File: config.mk
export PLATFORM = sky130hd
export DESIGN_NAME = pipe_addsub
export DESIGN_NICKNAME = d
export VERILOG_FILES = /design/src/rtl/pipe_addsub.sv
export SDC_FILE = /design/constraint.sdc
export NUM_CORES = 1
export LEC_CHECK = 0
export BUFFER_PORTS_ARGS = -buffer_cell sky130_fd_sc_hd__buf_4
export CAP_MARGIN = 20
export CORE_MARGIN = 3
export CORE_UTILIZATION = 50
export CTS_BUF_LIST = sky130_fd_sc_hd__clkbuf_2
export CTS_CLUSTER_DIAMETER = 100
export DETAILED_ROUTE_END_ITERATION = 10
export GPL_TIMING_DRIVEN = 0
export PLACE_DENSITY = 0.72
export SKIP_LAST_GASP = 1
export SLEW_MARGIN = 20
export SYNTH_ARGS = -nofsm -noshare
export SYNTH_HDL_FRONTEND = slang
export SYNTH_SLANG_ARGS = --single-unit
export TNS_END_PERCENT = 10
File: constraint.sdc
create_clock -name clk -period 2.3 [get_ports clk]
set_input_delay 0.46 -clock clk [delete_from_list [all_inputs] [get_ports clk]]
set_output_delay 0.46 -clock clk [all_outputs]
set_load 0.03 [all_outputs]
File: src/rtl/pipe_addsub.sv
// Elastic carry-chained adder/subtractor: one K-bit chunk per stage, operands and partial sums skewed through the pipe.
// Optional output saturation is enabled by defining PIPE_ADDSUB_SAT_EN (adds the sat input).
module pipe_addsub #(
    parameter int N = 16,
    parameter int K = 4
) (
    input  logic         clk,
    input  logic         rst,
    input  logic         in_valid,
    output logic         in_ready,
    input  logic [N-1:0] A,
    input  logic [N-1:0] B,
    input  logic         Cin,
    input  logic         sub,
`ifdef PIPE_ADDSUB_SAT_EN
    input  logic         sat,
`endif
    output logic         out_valid,
    input  logic         out_ready,
    output logic [N-1:0] S,
    output logic         Cout,
    output logic         V
);

    localparam int STAGES = N / K;
    localparam int LAST   = STAGES - 1;

    logic [STAGES-1:0] vld_p;
    logic [STAGES:0]   ld;
    logic              run;

    logic [N-1:0]      a_p [STAGES];
    logic [N-1:0]      b_p [STAGES];
    logic [N-1:0]      s_p [STAGES];
    logic [STAGES-1:0] c_p;
    logic              cm_p;

    logic [N-1:0]      a_in [STAGES];
    logic [N-1:0]      b_in [STAGES];
    logic [N-1:0]      s_in [STAGES];
    logic [N-1:0]      s_nx [STAGES];
    logic [STAGES-1:0] c_in;
    logic [STAGES-1:0] c_nx;
    logic              cm_nx;
    logic [K+1:0]      r;

    logic              ovf;
    logic [N-1:0]      s_out;

    // Ripple one chunk; returns {carry out, carry into chunk MSB, sum}.
    function automatic logic [K+1:0] add_chunk(input logic [K-1:0] a, input logic [K-1:0] b,
                                               input logic cin);
        logic         c;
        logic         cm;
        logic [K-1:0] s;
        c  = cin;
        cm = 1'b0;
        s  = '0;
        for (int j = 0; j < K; j++) begin
            if (j == K - 1) cm = c;
            s[j] = a[j] ^ b[j] ^ c;
            c    = (a[j] & b[j]) | (c & (a[j] ^ b[j]));
        end
        return {c, cm, s};
    endfunction

`ifdef PIPE_ADDSUB_SAT_EN
    localparam logic signed [N-1:0] MAX_POS = {1'b0, {(N-1){1'b1}}};
    localparam logic signed [N-1:0] MIN_NEG = {1'b1, {(N-1){1'b0}}};

    // A wrapped negative result means the true value overflowed upward.
    function automatic logic signed [N-1:0] saturate(input logic signed [N-1:0] val,
                                                     input logic ov);
        if (!ov) return val;
        return (val < 0) ? MAX_POS : MIN_NEG;
    endfunction

    logic [STAGES-1:0] sat_p;
`endif

    // A stage may load when it is empty or its contents move on this cycle.
    always_comb begin
        ld         = '0;
        ld[STAGES] = out_ready;
        for (int i = STAGES - 1; i >= 0; i--) begin
            ld[i] = !vld_p[i] || ld[i+1];
        end
    end

    assign in_ready = run & ld[0];

    always_comb begin
        a_in[0] = A;
        b_in[0] = sub ? ~B : B;
        c_in[0] = Cin ^ sub;
        s_in[0] = '0;
        for (int i = 1; i < STAGES; i++) begin
            a_in[i] = a_p[i-1];
            b_in[i] = b_p[i-1];
            c_in[i] = c_p[i-1];
            s_in[i] = s_p[i-1];
        end
        cm_nx = 1'b0;
        r     = '0;
        for (int i = 0; i < STAGES; i++) begin
            r                 = add_chunk(a_in[i][i*K +: K], b_in[i][i*K +: K], c_in[i]);
            s_nx[i]           = s_in[i];
            s_nx[i][i*K +: K] = r[K-1:0];
            c_nx[i]           = r[K+1];
            if (i == LAST) cm_nx = r[K];
        end
    end

    // run holds off acceptance until the first edge after reset release.
    always_ff @(posedge clk or posedge rst) begin
        if (rst) begin
            run   <= 1'b0;
            vld_p <= '0;
        end else begin
            run <= 1'b1;
            if (ld[0]) vld_p[0] <= in_valid & run;
            for (int i = 1; i < STAGES; i++) begin
                if (ld[i]) vld_p[i] <= vld_p[i-1];
            end
        end
    end

    // ---- stage registers p0..p(STAGES-1): chunk i resolved in stage i ----
    always_ff @(posedge clk) begin
        for (int i = 0; i < STAGES; i++) begin
            if (ld[i]) begin
                a_p[i] <= a_in[i];
                b_p[i] <= b_in[i];
                s_p[i] <= s_nx[i];
                c_p[i] <= c_nx[i];
            end
        end
        if (ld[LAST]) cm_p <= cm_nx;
    end

`ifdef PIPE_ADDSUB_SAT_EN
    always_ff @(posedge clk) begin
        if (ld[0]) sat_p[0] <= sat;
        for (int i = 1; i < STAGES; i++) begin
            if (ld[i]) sat_p[i] <= sat_p[i-1];
        end
    end
`endif

    // ---- output: gated to zero while no result is present ----
    assign ovf = c_p[LAST] ^ cm_p;

`ifdef PIPE_ADDSUB_SAT_EN
    assign s_out = sat_p[LAST] ? saturate(s_p[LAST], ovf) : s_p[LAST];
`else
    assign s_out = s_p[LAST];
`endif

    assign out_valid = vld_p[LAST];
    assign S         = out_valid ? s_out : '0;
    assign Cout      = out_valid & c_p[LAST];
    assign V         = out_valid & ovf;

endmodule

==> results.md <==
- Top cells by area, synth: edfxtp_1 (74%), fa_1 (8.5%), inv_1 (3.9%)
- Post-Synth XOR/XNOR Area: under 10%
- Critical-path top delay cell: fa_1
- Initial Utilization: 51.63%
- # diodes: 0
- Synth Area in Compound Gates: less than 1%
- Post-CTS Resized: 0
- Rel. slew slack: a little under 30%
- Max incr delay on CP: between 400 and 500 ps
- RSZ-0062 raised after global routing: no
- Total CTS buffers: 9
- Buffers added on ports: between 50 and 60
- Pin count of the biggest net entering global routing: 30
- Reg2Reg Depth: 8
- Cells after Synth: slightly above 200
- Synthesized area: approximately 3800 sq um
- DIE AREA: approximately 8600 sq um
- Register area: 2918 sq um
- Top cell type's share of synthesized area: approximately 74%
- Die width: 92.78 um
- #FFs+latches synth: 98
- Hold Vio Cnt, Final: 0
- Detailed placement HPWL: ~3100 um
- WP data arrival: ~2500 ps
- Critical path type: primary input to flip-flop
- CP Launch Type: primary input
- Adder-Cell Fraction of Synth Area: ~8.5%
- Main combinational cell family by area after synthesis: adder cells
- Synth-to-Final Area Change: 17.78%
- Post-CTS setup buffers: 0
- Commonest non-fill, non-tap cell in the layout: edfxtp_1
- Clock Sinks: 98
- PwrDens: between 800 and 900 nW/um^2
- Minimum clock period: between 2000 and 2500 ps
- CP Capture Type: flip-flop
- Avg WL per Cell: 11.85 um
- Area leader, netlist: edfxtp_1
- CTS tree: yes
- CTS max path bufs: 2
- Total core area: 7292 sq um
- Hold Path Depth: 1
- # fillers: about 570
- GPL Wtd Cong: roughly 0.68
- HP Class: primary input to flip-flop
- I/O Pins: just under 60
- Initial DRT Pass Iterations: 4
- Net Count, Synth: approximately 260
- Multi-input combinational cell area: 664.4 sq um
- Vias/cell: 4.240
- Total track usage: 11.21%
- WL final: ~4400 um
- # DRC: 0
- Initial DRC Count: 93
- Fin crit share: about 96%
- Initial antenna violation count: 0
- Sequential share of the synthesized area: ~78%
- Final Util: between 60 and 70%
- GRT Residual Overflow: 0
- Clk_skew: 23.75 ps
- Maximum clock frequency: around 0.45 GHz
- Row cnt: 31
- Setup TNS: 0 ps
- Max Slew Vio Count: 0
- Fin nets: around 330
- CTS clk-pin slew, worst paths: roughly 240 ps
- Post-DRT Antenna Nets: 0
- Synth cell types: 18
- Clock root buffer master: clkbuf_2
- First-pass GRT wire length: 7245 um
- Proportion of layout cells with a drive suffix above 1: approximately 29%
- Static leakage: 1.877 nW
- WP data required: 2560 ps
- Worst-path maximum fanout: 10
- Post-synthesis simple-gate area fraction: about 4.2%
- Post-synthesis mux area share: 0%
- Chip Height: 92.78 um
- Most frequent cells in the layout: edfxtp_1 (93), buf_4 (57), inv_1 (39)
- CP Cell Sequence: buf_6, buf_12, xnor2_1, fa_2, fa_2, fa_1, inv_1, fa_1
- Yosys synthesis warning count: 0
- Setup-failing EPs final: 0
- Design Area, Final: 4434 sq um
- Routed vias: approximately 1,600
- H-Tree Level Count: 3
- Mean Syn Cell Area: 18.55 sq um
- Vias in the first global route: roughly 1,600
- Final Power: between 0.003 and 0.004 W
- Outcome: completed
- VDD IR max: between 0.3 and 0.4 mV
- Skew-Pair Late Insertion Delay: a little over 500 ps
- Max_cap viols: 0
- Placed Area: roughly 4300 sq um
- Slew @ Worst Pin: around 1100 ps
[cell families after synthesis]
| group | count (synthesis) |
|---|---|
| and+or+nand+nor | 25 |
| DFF | 98 |
| AOI/OAI and AO/OA | 2 |
| xor gates and xnor gates | 18 |
| buffers and inverters | 43 |
| other | 1 |
| adders and majority gates | 16 |
[synth_stat cells (all sizes together)]
cell and number:
and2 18, nand3b 1, nand2b 4, and4b 1, a22o 1, a21boi 1, xor2 14, fa 16
dfrtp 5, inv 39, buf 4, nand2 1, conb 1, edfxtp 93, xnor2 4
[area by class of cell]
cell class | count | area share (%)
clock inverters | 6 | 1.298
plain buffers | 4 | 0.9876
flip-flops and latches | 98 | 65.80
inverters | 39 | 3.301
clock buffers | 10 | 1.129
well taps | 99 | 2.793
repair buffers | 57 | 9.707
multi-input cells | 62 | 14.98
[repair_timing]
| action | CTS | global route |
|---|---|---|
| hold buffers | 1 | 0 |
| endpoints found under the setup margin | 0 | 0 |
| hold endpoints to repair | 5 | 0 |
[registers in the layout, summed over array words and instances, names as in the netlist]
name   flops
cm_p       1
b_p       24
c_p        4
s_p       40
run        1
a_p       24
vld_p      4
[worst paths after layout]
path                                 start    endpoint  slack (ps)
worst max-delay path                   sub   s_p[0][3]         100
worst min-delay path                  A[6]   a_p[0][6]         100
worst max register to register  a_p[2][12]  s_p[3][15]         100
worst min register to register  b_p[0][15]  b_p[1][15]         420
max in group asynchronous              rst    vld_p[2]        1760
min in group asynchronous              rst    vld_p[0]         380
[metrics by stage]
step	setup slack (ps)	instances	hold slack, ps
2_1_floorplan	-336.0	203	238.5
3_3_place_gp	-418.2	358	367.7
3_5_place_dp	-463.5	358	376.7
4_1_cts	75.00	375	52.63
5_1_grt	3.180	375	15.41
6_report	101.2	375	102.4
[metal layers]
metal  vias up  global-route usage, %  routed length [um]
met5         -                      0                   0
met4         0                  6.227                  88
met3         7                  3.574                 296
met2        48                  17.34                2080
met1       729                  14.05                1977
li1        806                      -                   -
[power breakdown]
part / switching (W) / total, W / internal (W)
Sequential: 0.0000820 / 0.00243 / 0.00234
Clock: 0.000509 / 0.000757 / 0.000248
Combinational: 0.000333 / 0.000586 / 0.000253
[critical path: cells and delay by family]
family / cells / cell delay, ps
XOR/XNOR: 1 / 150
adder cells (fa/ha/maj): 4 / 1510
buffers and inverters: 3 / 340
Note: power is estimated with default switching activity, not from simulation.
